File: config.mk
export PLATFORM = sky130hd
export DESIGN_NAME = rn_bank_release_seq
export DESIGN_NICKNAME = d
export VERILOG_FILES = /design/src/rtl/rn_seq_pkg.sv /design/src/rtl/rn_seq_timer.sv /design/src/rtl/rn_bank_release_seq.sv
export SDC_FILE = /design/constraint.sdc
export NUM_CORES = 1
export LEC_CHECK = 0
export ABC_CLOCK_PERIOD_IN_PS = 2800
export BUFFER_PORTS_ARGS = -buffer_cell sky130_fd_sc_hd__buf_2
export CAP_MARGIN = 5
export CORE_ASPECT_RATIO = 1.4
export CORE_MARGIN = 3
export CORE_UTILIZATION = 30
export DETAILED_ROUTE_END_ITERATION = 12
export SETUP_SLACK_MARGIN = 0.05
export SYNTH_ARGS = -nofsm -noshare
export SYNTH_HDL_FRONTEND = slang
export SYNTH_HIERARCHICAL = 1
export SYNTH_SLANG_ARGS = --single-unit
File: constraint.sdc
create_clock -name CLK -period 2.8 [get_ports CLK]
set_clock_uncertainty 0.2 [all_clocks]
set_input_delay 0 -clock CLK [delete_from_list [all_inputs] [get_ports CLK]]
set_output_delay 0 -clock CLK [all_outputs]
set_load 0.005 [all_outputs]
File: src/rtl/rn_seq_pkg.sv
// Shared types and helpers for the bank RN release sequencer.
package rn_seq_pkg;

  typedef enum logic [1:0] {
    IDLE    = 2'd0,
    HOLD    = 2'd1,
    GAP     = 2'd2,
    RELEASE = 2'd3
  } state_e;

  localparam int MAX_BANKS       = 32;
  localparam int MIN_BANKS       = 1;
  localparam int MIN_HOLD_CYCLES = 1;
  localparam int MIN_GAP_CYCLES  = 1;

  // Isolates the lowest set bit as a one-hot vector (zero in, zero out).
  function automatic logic [MAX_BANKS-1:0] lowest_set(input logic [MAX_BANKS-1:0] v);
    return v & (~v + MAX_BANKS'(1));
  endfunction

endpackage

File: src/rtl/rn_seq_timer.sv
// Small up-counter with sync load-to-1 and equality hit against HOLD or GAP limit.
module rn_seq_timer #(
  parameter int HOLD_LIM = 4,
  parameter int GAP_LIM  = 2,
  parameter int CNT_W    = 3
) (
  input  logic clk,
  input  logic load,
  input  logic en,
  input  logic sel_gap,
  output logic hit
);

  localparam logic [CNT_W-1:0] HOLD_L = CNT_W'(HOLD_LIM);
  localparam logic [CNT_W-1:0] GAP_L  = CNT_W'(GAP_LIM);

  logic [CNT_W-1:0] cnt;

  always_ff @(posedge clk) begin
    if (load)
      cnt <= CNT_W'(1);
    else if (en && !hit)
      cnt <= cnt + CNT_W'(1);
  end

  assign hit = (cnt == (sel_gap ? GAP_L : HOLD_L));

endmodule

File: src/rtl/rn_bank_release_seq.sv
// Sequences active-low bank resets: hold low, then release banks one by one
// in ascending order with a fixed gap between releases.
module rn_bank_release_seq
  import rn_seq_pkg::*;
#(
  parameter int N_BANKS     = 4,
  parameter int HOLD_CYCLES = 4,
  parameter int GAP_CYCLES  = 2,
  parameter int CNT_W       = $clog2((HOLD_CYCLES > GAP_CYCLES ? HOLD_CYCLES : GAP_CYCLES) + 1)
) (
  input  logic               CLK,
  input  logic               RST,
  input  logic               REQ,
  input  logic [N_BANKS-1:0] MASK,
  output logic [N_BANKS-1:0] RN_OUT,
  output logic               BUSY,
  output logic               DONE,
  output logic               REQ_ERR
);

  if (N_BANKS < MIN_BANKS || N_BANKS > MAX_BANKS) begin : g_bad_banks
    $error("rn_bank_release_seq: N_BANKS out of range");
  end
  if (HOLD_CYCLES < MIN_HOLD_CYCLES) begin : g_bad_hold
    $error("rn_bank_release_seq: HOLD_CYCLES must be >= 1");
  end
  if (GAP_CYCLES < MIN_GAP_CYCLES) begin : g_bad_gap
    $error("rn_bank_release_seq: GAP_CYCLES must be >= 1");
  end

  state_e             state;
  logic [N_BANKS-1:0] pend;
  logic [N_BANKS-1:0] rel_onehot;
  logic [N_BANKS-1:0] pend_next;
  logic               active;
  logic               accept;
  logic               tmr_load;
  logic               tmr_hit;

  assign active     = (state == HOLD) || (state == GAP);
  assign accept     = (state == IDLE) && REQ && (|MASK);
  assign rel_onehot = N_BANKS'(lowest_set(MAX_BANKS'(pend)));
  assign pend_next  = pend & ~rel_onehot;
  // Timer restarts on reset, on an accepted request and after every release.
  assign tmr_load   = RST || accept || (active && tmr_hit);

  rn_seq_timer #(
    .HOLD_LIM (HOLD_CYCLES),
    .GAP_LIM  (GAP_CYCLES),
    .CNT_W    (CNT_W)
  ) u_timer (
    .clk     (CLK),
    .load    (tmr_load),
    .en      (active),
    .sel_gap (state == GAP),
    .hit     (tmr_hit)
  );

  always_ff @(posedge CLK) begin
    if (RST) begin
      RN_OUT  <= '0;
      pend    <= '1;
      BUSY    <= 1'b1;
      DONE    <= 1'b0;
      REQ_ERR <= 1'b0;
      state   <= HOLD;
    end else begin
      DONE    <= 1'b0;
      REQ_ERR <= 1'b0;
      case (state)
        IDLE: begin
          if (accept) begin
            RN_OUT <= RN_OUT & ~MASK;
            pend   <= MASK;
            BUSY   <= 1'b1;
            state  <= HOLD;
          end
        end
        HOLD, GAP: begin
          REQ_ERR <= REQ;
          if (tmr_hit) begin
            RN_OUT <= RN_OUT | rel_onehot;
            pend   <= pend_next;
            if (pend_next == '0) begin
              BUSY  <= 1'b0;
              DONE  <= 1'b1;
              state <= IDLE;
            end else begin
              state <= GAP;
            end
          end
        end
        default: begin
          // Unreachable encoding: park safely in IDLE.
          BUSY  <= 1'b0;
          state <= IDLE;
        end
      endcase
    end
  end

endmodule

# Yosys cells after proc, flatten, opt, wreduce, memory -nomap -nowiden
# Index checks and enable logic that the tools add are counted.
[classes] n_addsub=2 eq_ne=6 muxes=16 n_bitwise=9 reduce_logical=18
[ops] cell="$mux 4" n=4
[ops] cell="$pmux 4 s2" n=2
[ops] cell="$and 4x4->4" n=3
[ops] cell="$not 4->4" n=3
[ops] cell="$mux 2" n=3
[ops] cell="$ne 2x2->1 const B" n=3
[ops] cell="$reduce_and 3->1" n=2
[ops] cell="$add 4x1->4 const B" n=1
[ops] cell="$logic_and 1x1->1" n=4
[ops] cell="$logic_not 4->1" n=1
[ops] cell="$mux 1" n=4
[ops] cell="$or 4x4->4" n=1
[ops] cell="$pmux 2 s2" n=1
[ops] cell="$reduce_or 2->1" n=2
[ops] cell="$reduce_or 4->1" n=1
[ops] cell="$add 3x1->3 const B" n=1
[ops] cell="$eq 3x3->1" n=1
[ops] cell="$logic_or 1x1->1" n=3
[ops] cell="$mux 3" n=1
[ops] cell="$reduce_or 3->1" n=1
[ops] cell="$eq 2x1->1 const B" n=1
[ops] cell="$eq 2x2->1 const B" n=1
[ops] cell="$logic_not 2->1" n=1
[ops] cell="$not 1->1" n=2
[ops] cell="other kinds (4)" n=4
[word_totals] register_bits=16 out_inout_bits=7

# Depth between registers and ports, before layout
# Gate-level depths: netlist (run 1).
[depth] ltp_word=9 mapped_depth=9

# By module
# The synthesis (run 1) kept the hierarchy.
[by_module_without_submodules] mod="rn_bank_release_seq" n_inst=1 cells_per_inst=70 area_per_inst_um2=665.6 seq_area_each_um2=260.2
[by_module_without_submodules] mod="rn_seq_timer" n_inst=1 cells_per_inst=21 area_per_inst_um2=182.7 seq_area_each_um2=60.1

# Worst setup path before layout (run 1)
# OpenSTA, ideal clock, no wires.
[synth_path] path_kind="flip-flop to flip-flop" from="register state[0]" to="register pend[2]" t_arrival_ns=1.754 path_slack_ns=0.727 stages_incl_launch_ff=10 path_buffers=0 synth_period_minus_slack_ns=2.073 cell_sequence="dfxtp_1 inv_1 ha_1 nor2_1 nand2_1 a21oi_1 nor2b_1 a211oi_2 o21ai_0 a211o_1"
[synth_between] elab_chain_len=5
[synth_rtl] item="from (decl)" line_no="rn_bank_release_seq.sv:31" text="state_e state;"
[synth_rtl] item="from (signal assigned)" line_no="rn_bank_release_seq.sv:66" text="state <= HOLD;"
[synth_rtl] item="from (signal assigned)" line_no="rn_bank_release_seq.sv:76" text="state <= HOLD;"
[synth_rtl] item="from (signal assigned)" line_no="rn_bank_release_seq.sv:87" text="state <= IDLE;"
[synth_rtl] item="$eq 2x2->1" line_no="rn_bank_release_seq.sv:55" text=".sel_gap (state == GAP),"
[synth_rtl] item="$mux 3" line_no="rn_seq_timer.sv:26" text="assign hit = (cnt == (sel_gap ? GAP_L : HOLD_L));"
[synth_rtl] item="$eq 3x3->1" line_no="rn_seq_timer.sv:26"
[synth_rtl] item="net tmr_hit" line_no="rn_bank_release_seq.sv:38" text="logic tmr_hit;"
[synth_rtl] item="$ne 2x2->1 (no line)"
[synth_rtl] item="$reduce_and 3->1 (no line)"
[synth_rtl] item="to (signal assigned)" line_no="rn_bank_release_seq.sv:83" text="pend <= pend_next;"
[synth_rtl] item="to (decl)" line_no="rn_bank_release_seq.sv:32" text="logic [N_BANKS-1:0] pend;"
# The timed path passes the listed nets, and every way through them passes these cells.
# A chain may end at the register's enable or synchronous reset.

# Final worst setup path (run 1)
# Ends and elaborated chain as after synthesis.

==> flow_metrics.py, run 1 <==
metrics = {
    "run_status": {
        "status": "finished, final reports clean",
    },
    "drt": {
        "routed-via-count": 758,
        "drt_iter0_drc": 14,
        "post-route-drc-count": 0,
        "drt_pass1_iterations": 4,
        "detail-route-antenna-nets": 0,
        "routed_wire_length_per_instance_um": 12.5,
        "via_per_inst": 5.05,
        "drt-total-wl_mm": 1.87,
    },
    "floorplanning": {
        "floorplan.initialDensity": 0.318,
        "num_rows": 22,
        "design.core.area_mm2": 0.00267,
        "die_x_um": 50.9,
        "design.die.area_mm2": 0.00351,
        "fp.dieH_um": 68.9,
        "design.portCount": 14,
    },
    "cells_and_area": {
        "design.final.nets": 127,
        "finalCoreUtilization": 0.400,
        "drive_above_1_share": 0.211,
        "synthToLayoutAreaGrowth_pct": 25.8,
        "antenna_cells": 0,
        "layoutNonFillerInstCount": 150,
    },
    "setup_path": {
        "critPathCaptureType": "flop",
        "minimum_setup_slack_among_reg_to_reg_paths_ps": 470,
        "crit_slowest_cell": "sky130_fd_sc_hd__a211oi_2",
        "data_required_time_at_the_worst_endpoint_ps": 2780,
        "criticalPathCategory": "reg2reg",
        "crit_path_max_fanout": 6,
        "worstSetupPathDepth": 9,
        "timing.critical_path.max_delay_family": "compound AO/OA/AOI/OAI gates",
        "ff2ff_path_depth": 9,
        "worstSetupStartpoint": "state[0]$_SDFFE_PP1P_",
        "critical_path_endpoint": "pend[2]$_SDFFE_PP1P_",
        "r2r-start": "state[0]$_SDFFE_PP1P_",
        "regToRegEndpoint": "pend[2]$_SDFFE_PP1P_",
        "critical_path_buf_inv_count": 1,
        "critPathArrivalTime_ps": 2310,
        "critPathLaunchType": "flop",
        "cell_by_cell_listing_of_the_critical_path": "inv_1, ha_1, nor2_1, nand2_1, a21oi_1, nor2b_1, a211oi_2, o21ai_0, a211o_1",
        "critical-path-max-stage-delay_ps": 380,
    },
    "clocking": {
        "postCtsResizedCells": 0,
        "clock_tree_from_tritoncts": "built",
        "worst_setup_hold_path_clk_slew_ps": 100,
        "number_of_buffers_on_the_longest_clock_path": 2,
        "clock_sinks": 16,
        "postCtsSetupRepairBufs": 0,
        "clock_latency_ps": 280,
        "clock_tree.root_cell": "sky130_fd_sc_hd__clkbuf_4",
        "clock_tree.htree_level_count": 1,
        "numCtsBuffers": 3,
    },
    "synthesis": {
        "ys_warn_count": 6,
        "synthesis.instances": 91,
        "synthesis.nets": 103,
        "synth_cell_type_count": 39,
        "synth_enable_flop_cells": 0,
        "ys_seq_elements": 16,
        "area_leader_netlist": "sky130_fd_sc_hd__dfxtp_1",
        "synth.area.top_cells": "sky130_fd_sc_hd__dfxtp_1 38%, sky130_fd_sc_hd__ha_1 7.4%, sky130_fd_sc_hd__a21oi_1 4.1%",
        "post_synth_instance_area_um2": 848,
        "synth_seq_area_share": 0.378,
        "syn_area_per_cell_um2": 9.32,
        "share_of_synthesized_flip_flops_with_an_asynchronous_set_or_reset": 0,
        "synth_flop_cell": "sky130_fd_sc_hd__dfxtp_1",
        "synth_largest_type_area_fraction": 0.378,
        "yosys.cell_count.top_type": "sky130_fd_sc_hd__dfxtp_1",
        "synth_top_cells_by_count": "16 x sky130_fd_sc_hd__dfxtp_1, 8 x sky130_fd_sc_hd__nor2_1, 7 x sky130_fd_sc_hd__a21oi_1, 7 x sky130_fd_sc_hd__inv_1",
    },
    "run": {
        "maxCapViolCount": 0,
    },
    "place": {
        "detailedPlacementHpwl_mm": 1.40,
        "place_congestion": 0.769,
        "place_inst": 138,
        "port_buffers": 13,
    },
    "timing": {
        "worst_slew_pin_slew_ps": 450,
        "finish_stage_setup_viols": 0,
        "final.setup.tns_ps": 0,
        "timing.final.hold_violations": 0,
        "period_minus_slack_ps": 2330,
        "finalCritPeriodShare": 0.832,
        "setup_repair_after_global_routing_missed_its_margin": "false",
        "maxSlewViolCount": 0,
        "fmaxAchievable_ghz": 0.429,
        "relSlewSlack": 0.699,
    },
    "pwr": {
        "pwr_density_cell_mw_per_mm2": 879,
        "irDropWorstVdd_mv": 0.441,
        "power.static_leakage_nw": 0.470,
    },
    "grt": {
        "grt_antenna_before_repair": 0,
        "globalRouteTotalUtil": 0.118,
        "grt_start_max_net_pins": 13,
        "vias_in_the_first_global_route": 764,
        "global_route.overflow_total": 0,
        "grt_pass1_wl_mm": 3.13,
    },
    "worst_hold_path": {
        "hp-class": "reg2reg",
    },
}
==> state kept, by name, indices dropped and copies added, names as in the netlist <==
name         cells
BUSY             1
DONE             1
REQ_ERR          1
RN_OUT           4
pend             4
state            2
u_timer/cnt      3
==> metal layers <==
layer  share of wire  up-vias  global-route usage  wire, um
met1            0.44      359               0.123       828
met2            0.52       15               0.229       980
met3           0.033        0              0.0280        61
met4               0        0              0.0404         0
li1                -      384                   -         -
met5               0        -                   0         0
==> placed cells by master, fill, tap and decap left out, types with 2 or more instances in the layout <==
master	netlist	routed
sky130_fd_sc_hd__ha_1	5	5
sky130_fd_sc_hd__dlygate4sd3_1	0	8
sky130_fd_sc_hd__nor2b_1	2	2
sky130_fd_sc_hd__inv_1	7	7
sky130_fd_sc_hd__buf_2	0	13
sky130_fd_sc_hd__o21ai_0	5	5
sky130_fd_sc_hd__a21oi_1	7	7
sky130_fd_sc_hd__clkbuf_4	0	3
sky130_fd_sc_hd__nand3b_1	2	2
sky130_fd_sc_hd__a211o_1	3	3
sky130_fd_sc_hd__nand2_1	2	2
sky130_fd_sc_hd__nor2_1	8	8
sky130_fd_sc_hd__and3_1	3	3
sky130_fd_sc_hd__dfxtp_1	16	16
sky130_fd_sc_hd__nor3_1	3	3
==> cell families (layout without fill, tap and decap cells) <==
kind of cell	after synthesis	after routing	share of synthesized area
AO/OA/AOI/OAI	31	31	0.295
adder cells (fa/ha/maj)	6	6	0.0855
buffers and inverters	9	32	0.0398
flip-flops	16	16	0.378
multiplexers	1	1	0.0118
AND/OR/NAND/NOR	28	28	0.190
==> worst min-delay path by stage <==
stage	from	endpoint	slack (ps)	depth (start not counted)
global placement	REQ	REQ_ERR$_SDFF_PP0_	60	2
detailed placement	REQ	REQ_ERR$_SDFF_PP0_	60	2
finish	RN_OUT[1]$_SDFFE_PP0P_	RN_OUT[1]$_SDFFE_PP0P_	280	1
global route	RN_OUT[1]$_SDFFE_PP0P_	RN_OUT[1]$_SDFFE_PP0P_	290	1
floorplan	REQ	REQ_ERR$_SDFF_PP0_	-80	1
CTS	RN_OUT[1]$_SDFFE_PP0P_	RN_OUT[1]$_SDFFE_PP0P_	290	1
==> power by group <==
part / switching (mW) / internal [mW]
clock network: 0.0734 / 0.0791
registers: 0.0708 / 0.294
logic: 0.229 / 0.191
==> timing repair <==
item,CTS,global route
endpoints found under the hold margin,12,0
hold buffers,8,0
setup endpoints to repair,0,0
==> per-stage QoR <==
stage | instance area [um^2] | hold WS [ps] | setup WS, ps | power [mW]
finish | 1070 | 280 | 471 | 0.938
CTS | 1070 | 287 | 481 | 0.944
global placement | 951 | 60.6 | 581 | 0.765
global route | 1070 | 294 | 301 | 1.02
floorplan | 848 | -78.3 | 727 | 0.670
detailed placement | 951 | 64.7 | 494 | 0.775
==> layout make-up <==
class / count / area (um^2)
Multi-Input combinational cell: 66 / 494
Sequential cell: 16 / 320
Timing Repair Buffer: 21 / 145
Fill cell: 283 / 1600
Clock buffer: 4 / 36.3
Inverter: 7 / 26.3
Tap cell: 36 / 45.0
Power figures use the tool's default switching activity.
==> run 2, diff against run 1 <==
ABC_AREA = 1   (was unset)
ABC_CLOCK_PERIOD_IN_PS = 2300   (was 2800)
clock period = 2.3 ns   (was 2.8 ns; I/O delays follow)
==> run 2 against run 1 <==
Against the previous run: combinational power increased by 110%; global-route usage grew 0.95 points; first-iteration DRC count up 29%; die area increased by 4.1%; utilization grew 0.62 points; fmax is 16% higher; largest cell class unchanged.
==> flow_metrics.py, run 2 <==
metrics = {
    "synthesis": {
        "synth_cell_type_count": 22,
        "synth_enable_flop_cells": 0,
        "area_leader_netlist": "sky130_fd_sc_hd__dfxtp_1",
        "share_of_synthesized_flip_flops_with_an_asynchronous_set_or_reset": 0,
        "yosys.area_share.xor_xnor": 0.00987,
        "post_synth_instance_area_um2": 887,
        "synth_seq_area_share": 0.361,
        "yosys.area_share.adder": 0.0705,
        "synth_largest_type_area_fraction": 0.361,
        "main_combinational_cell_family_by_area_after_synthesis": "simple AND/OR/NAND/NOR gates",
        "synthesis.instances": 122,
        "synth.area.top_cells": "sky130_fd_sc_hd__dfxtp_1 36%, sky130_fd_sc_hd__nand2_1 11%, sky130_fd_sc_hd__nand3_1 9.0%",
        "muxShareOfSynthArea": 0,
        "yosys.cell_count.top_type": "sky130_fd_sc_hd__nand2_1",
        "synthesis.nets": 134,
        "ys_seq_elements": 16,
        "synth_flop_cell": "sky130_fd_sc_hd__dfxtp_1",
        "ys_warn_count": 6,
        "syn_area_per_cell_um2": 7.27,
        "synth_compound_gate_area_share": 0.0818,
        "synth_top_cells_by_count": "25 x sky130_fd_sc_hd__nand2_1, 16 x sky130_fd_sc_hd__dfxtp_1, 16 x sky130_fd_sc_hd__nand3_1",
        "yosys.area_share.simple": 0.394,
    },
    "grt": {
        "grt_antenna_before_repair": 0,
        "grt_pass1_wl_mm": 3.57,
        "grt_start_max_net_pins": 11,
        "vias_in_the_first_global_route": 867,
        "global_route.overflow_total": 0,
        "globalRouteTotalUtil": 0.128,
    },
    "pwr": {
        "irDropWorstVdd_mv": 0.642,
        "total_power_mw": 1.53,
        "power.static_leakage_nw": 0.544,
        "pwr_density_cell_mw_per_mm2": 1390,
    },
    "drt": {
        "drt_pass1_iterations": 4,
        "detail-route-antenna-nets": 0,
        "routed-via-count": 880,
        "via_per_inst": 4.84,
        "drt-total-wl_mm": 2.05,
        "routed_wire_length_per_instance_um": 11.3,
        "post-route-drc-count": 0,
        "drt_iter0_drc": 18,
    },
    "timing": {
        "whs_ps": 273,
        "worst_slew_pin_slew_ps": 276,
        "fmaxAchievable_ghz": 0.498,
        "timing.final.ws_setup_ps": 292,
        "finalCritPeriodShare": 0.873,
        "final.setup.tns_ps": 0,
        "relSlewSlack": 0.816,
        "finish_stage_setup_viols": 0,
        "setup_repair_after_global_routing_missed_its_margin": "false",
        "period_minus_slack_ps": 2010,
        "timing.final.hold_violations": 0,
        "maxSlewViolCount": 0,
    },
    "cells_and_area": {
        "drive_above_1_share": 0.212,
        "largest_registers": "RN_OUT (4), pend (4), u_timer/cnt (3)",
        "synthToLayoutAreaGrowth_pct": 24.7,
        "nFillCells": 292,
        "final_cell_mix": "25 x sky130_fd_sc_hd__nand2_1, 16 x sky130_fd_sc_hd__dfxtp_1, 16 x sky130_fd_sc_hd__nand3_1",
        "layout_commonest_cell": "sky130_fd_sc_hd__nand2_1",
        "antenna_cells": 0,
        "design.final.nets": 159,
        "layoutNonFillerInstCount": 182,
        "finalCoreUtilization": 0.406,
        "post_route_design_area_mm2": 0.00111,
    },
    "clocking": {
        "postCtsSetupRepairBufs": 0,
        "clock_latency_ps": 280,
        "hold_buffers": 7,
        "number_of_buffers_on_the_longest_clock_path": 2,
        "postCtsResizedCells": 0,
        "worst_setup_hold_path_clk_slew_ps": 100,
        "numCtsBuffers": 3,
        "clock_sinks": 16,
        "clock_tree.htree_level_count": 1,
        "clock_tree.root_cell": "sky130_fd_sc_hd__clkbuf_4",
        "clock_tree_from_tritoncts": "built",
    },
    "run_status": {
        "status": "finished, final reports clean",
    },
    "setup_path": {
        "critPathLaunchType": "flop",
        "cell_by_cell_listing_of_the_critical_path": "inv_1, ha_1, inv_1, nand2_1, nand2_1, nand3_2, inv_1, nor2_8, nor2_4, nand2_4, inv_4, nand2_2, a21oi_2",
        "criticalPathCategory": "reg2reg",
        "data_required_time_at_the_worst_endpoint_ps": 2320,
        "critPathCaptureType": "flop",
        "critical-path-max-stage-delay_ps": 370,
        "critical-path-top-cell-by-count": "sky130_fd_sc_hd__inv_1",
        "crit_path_max_fanout": 8,
        "crit_slowest_cell": "sky130_fd_sc_hd__dfxtp_1",
        "critPathArrivalTime_ps": 2030,
    },
    "floorplanning": {
        "design.core.area_mm2": 0.00273,
        "design.portCount": 14,
        "fp.dieH_um": 70.3,
        "design.die.area_mm2": 0.00365,
        "floorplan.initialDensity": 0.326,
        "die_x_um": 52.0,
        "num_rows": 22,
    },
    "place": {
        "place_inst": 171,
        "detailedPlacementHpwl_mm": 1.54,
        "port_buffers": 13,
        "detailedPlace.worstSlack_ps": 330,
        "postPlaceCellArea_um2": 1000,
        "place_congestion": 0.831,
    },
    "worst_hold_path": {
        "hp-class": "reg2reg",
    },
    "run": {
        "maxCapViolCount": 0,
    },
}
-- run 2: changes by cell type in the layout (fill, tap and decap cells not counted), moves of 3 or more --
cell | before | now
sky130_fd_sc_hd__nand2_1 | 2 | 25
sky130_fd_sc_hd__and3_1 | 3 | 0
sky130_fd_sc_hd__a211o_1 | 3 | 0
sky130_fd_sc_hd__nand4_1 | 0 | 4
sky130_fd_sc_hd__nand2_2 | 0 | 4
sky130_fd_sc_hd__inv_1 | 7 | 14
sky130_fd_sc_hd__nand3_1 | 1 | 16
sky130_fd_sc_hd__nor2_1 | 8 | 12
-- run 2: where the power goes --
group / switching, mW / internal, mW
clock: 0.0924 / 0.0963
sequential: 0.0771 / 0.371
combinational: 0.581 / 0.316
-- run 2: cells by family (layout without fill, tap and decap cells) --
family	count (synthesis)	count (layout)
AND/OR/NAND/NOR	69	69
buffers and inverters	18	42
flip-flops	16	16
AO/OA/AOI/OAI	13	13
adder cells (fa/ha/maj)	5	5
XOR/XNOR	1	1
-- run 2: final cells by class --
class                           instances  area [um^2]  area share
Multi-Input combinational cell         88          493       0.446
Timing Repair Buffer                   21          143       0.129
Sequential cell                        16          320       0.290
Clock buffer                            4         36.3      0.0328
Inverter                               17         68.8      0.0622
Tap cell                               36         45.0      0.0407
-- run 2: final timing paths --
kind / start / endpoint / slack [ps] / cells after the start
setup / recovery: state[0]$_SDFFE_PP1P_ / RN_OUT[2]$_SDFFE_PP0P_ / 290 / 13
hold / removal: RN_OUT[1]$_SDFFE_PP0P_ / RN_OUT[1]$_SDFFE_PP0P_ / 270 / 2
setup reg to reg: state[0]$_SDFFE_PP1P_ / RN_OUT[2]$_SDFFE_PP0P_ / 290 / 13
hold reg to reg: RN_OUT[1]$_SDFFE_PP0P_ / RN_OUT[1]$_SDFFE_PP0P_ / 270 / 2
-- run 2: layer usage --
layer	routed length (um)	global-route usage	vias to the layer above
met5	0	0	-
met4	25	0.0845	0
met3	109	0.0256	4
met2	1010	0.201	29
met1	899	0.151	404
li1	-	-	443
-- run 2: critical path: cells and delay by family (launching register included) --
kind / cells / cell delay [ps]
DFF: 1 / 370
AOI/OAI and AO/OA: 1 / 130
and+or+nand+nor: 7 / 600
adders and majority gates: 1 / 210
buffers and inverters: 4 / 440
==> run 3, diff against run 2 <==
ABC_AREA = 0   (was 1)
==> run 3 against run 2 <==
Against the previous run: total power down 23%; final cell count down 16%; clock-buffer cell count down 1; via count down 11%; worst hold slack better by 5.0 ps; combinational power down 35%.
==> flow_metrics.py, run 3 (synthesis results as in run 1) <==
metrics = {
    "setup_path": {
        "critPathCaptureType": "flop",
        "criticalPathCategory": "reg2reg",
        "critPathLaunchType": "flop",
        "critPathArrivalTime_ps": 2160,
        "crit_path_max_fanout": 11,
        "data_required_time_at_the_worst_endpoint_ps": 2340,
    },
    "place": {
        "detailedPlacementHpwl_mm": 1.48,
        "port_buffers": 13,
        "place_inst": 141,
        "postPlaceCellArea_um2": 973,
        "place_congestion": 0.775,
        "detailedPlace.worstSlack_ps": 82.8,
    },
    "floorplanning": {
        "floorplan.initialDensity": 0.318,
        "die_x_um": 50.9,
        "design.core.area_mm2": 0.00267,
        "design.die.area_mm2": 0.00351,
        "design.portCount": 14,
        "fp.dieH_um": 68.9,
        "num_rows": 22,
    },
    "drt": {
        "drt_iter0_drc": 7,
        "routed-via-count": 780,
        "post-route-drc-count": 0,
        "detail-route-antenna-nets": 0,
        "drt-total-wl_mm": 2.08,
        "via_per_inst": 5.10,
        "routed_wire_length_per_instance_um": 13.6,
        "drt_pass1_iterations": 4,
    },
    "clocking": {
        "clock_tree.root_cell": "sky130_fd_sc_hd__clkbuf_4",
        "number_of_buffers_on_the_longest_clock_path": 2,
        "clock_sinks": 16,
        "clock_latency_ps": 290,
        "clock_tree_from_tritoncts": "built",
        "numCtsBuffers": 3,
        "clock_tree.htree_level_count": 1,
        "worst_setup_hold_path_clk_slew_ps": 90,
    },
    "grt": {
        "grt_antenna_before_repair": 0,
        "vias_in_the_first_global_route": 830,
        "global_route.overflow_total": 0,
        "globalRouteTotalUtil": 0.135,
        "grt_start_max_net_pins": 12,
        "grt_pass1_wl_mm": 3.62,
    },
    "pwr": {
        "power.static_leakage_nw": 0.486,
        "irDropWorstVdd_mv": 0.506,
        "pwr_density_cell_mw_per_mm2": 1070,
    },
    "timing": {
        "setup_repair_after_global_routing_missed_its_margin": "true",
        "final.setup.tns_ps": 0,
        "timing.final.ws_setup_ps": 181,
        "worst_slew_pin_slew_ps": 404,
        "finish_stage_setup_viols": 0,
        "maxSlewViolCount": 0,
        "relSlewSlack": 0.728,
        "timing.final.hold_violations": 0,
        "period_minus_slack_ps": 2120,
        "finalCritPeriodShare": 0.921,
        "fmaxAchievable_ghz": 0.472,
    },
    "cells_and_area": {
        "finalCoreUtilization": 0.413,
        "nFillCells": 283,
        "synthToLayoutAreaGrowth_pct": 29.9,
        "antenna_cells": 0,
        "largest_registers": "RN_OUT (4), pend (4), u_timer/cnt (3)",
        "final_cell_mix": "15 x sky130_fd_sc_hd__dfxtp_1, 13 x sky130_fd_sc_hd__buf_2, 8 x sky130_fd_sc_hd__nor2_1",
        "layoutNonFillerInstCount": 153,
        "drive_above_1_share": 0.291,
        "layout_commonest_cell": "sky130_fd_sc_hd__dfxtp_1",
        "design.final.nets": 131,
        "post_route_design_area_mm2": 0.00110,
    },
    "run": {
        "maxCapViolCount": 0,
    },
    "run_status": {
        "status": "finished, final reports clean",
    },
    "worst_hold_path": {
        "hp-class": "reg2reg",
    },
}
run 3: metrics by stage:
step	hold WS [ps]	power, mW
2_1_floorplan	-78.3	0.816
3_3_place_gp	61.6	0.971
3_5_place_dp	57.5	0.989
4_1_cts	284	1.15
5_1_grt	302	1.28
6_report	278	1.17
run 3: power breakdown:
group | switching, mW | leakage, nW | internal (mW) | total [mW]
sequential | 0.0842 | 0.131 | 0.358 | 0.443
combinational | 0.307 | 0.340 | 0.276 | 0.583
clock | 0.0880 | 0.0138 | 0.0610 | 0.149
run 3: timing repair:
action | 4_1_cts | 5_1_grt
endpoints found under the hold margin | 12 | 0
setup buffers | 0 | 2
resized for setup | 0 | 7
setup endpoints to repair | 0 | 9
hold buffers | 7 | 0
run 3: path summary, 6_finish.rpt:
kind	start	cells after the start	endpoint	slack [ps]
setup / recovery	state[0]$_SDFFE_PP1P_	7	pend[3]$_SDFFE_PP1P_	180
hold / removal	RN_OUT[1]$_SDFFE_PP0P_	1	RN_OUT[1]$_SDFFE_PP0P_	280
setup reg to reg	state[0]$_SDFFE_PP1P_	7	pend[3]$_SDFFE_PP1P_	180
hold reg to reg	RN_OUT[1]$_SDFFE_PP0P_	1	RN_OUT[1]$_SDFFE_PP0P_	280
run 3: area by class of cell:
cell class,instances,area [um^2],area share
Multi-Input combinational cell,66,514,0.467
Sequential cell,16,322,0.292
Timing Repair Buffer,25,173,0.157
Tap cell,36,45.0,0.0409
Inverter,7,26.3,0.0238
Clock buffer,3,22.5,0.0204
run 3: critical path, cell delays in order, from the launching register on:
cell and delay [ps]:
sky130_fd_sc_hd__dfxtp_1 340, sky130_fd_sc_hd__inv_1 80, sky130_fd_sc_hd__ha_1 320, sky130_fd_sc_hd__buf_4 190, sky130_fd_sc_hd__a211oi_2 190, sky130_fd_sc_hd__a21oi_1 110
sky130_fd_sc_hd__dlygate4sd3_1 580, sky130_fd_sc_hd__nand2_1 60
run 3: per-layer routing:
layer	GRT usage	routed length, um	vias to the layer above
met5	0	0	-
met4	0.0505	28	0
met3	0.0280	60	3
met2	0.268	1140	14
met1	0.137	847	366
li1	-	-	397
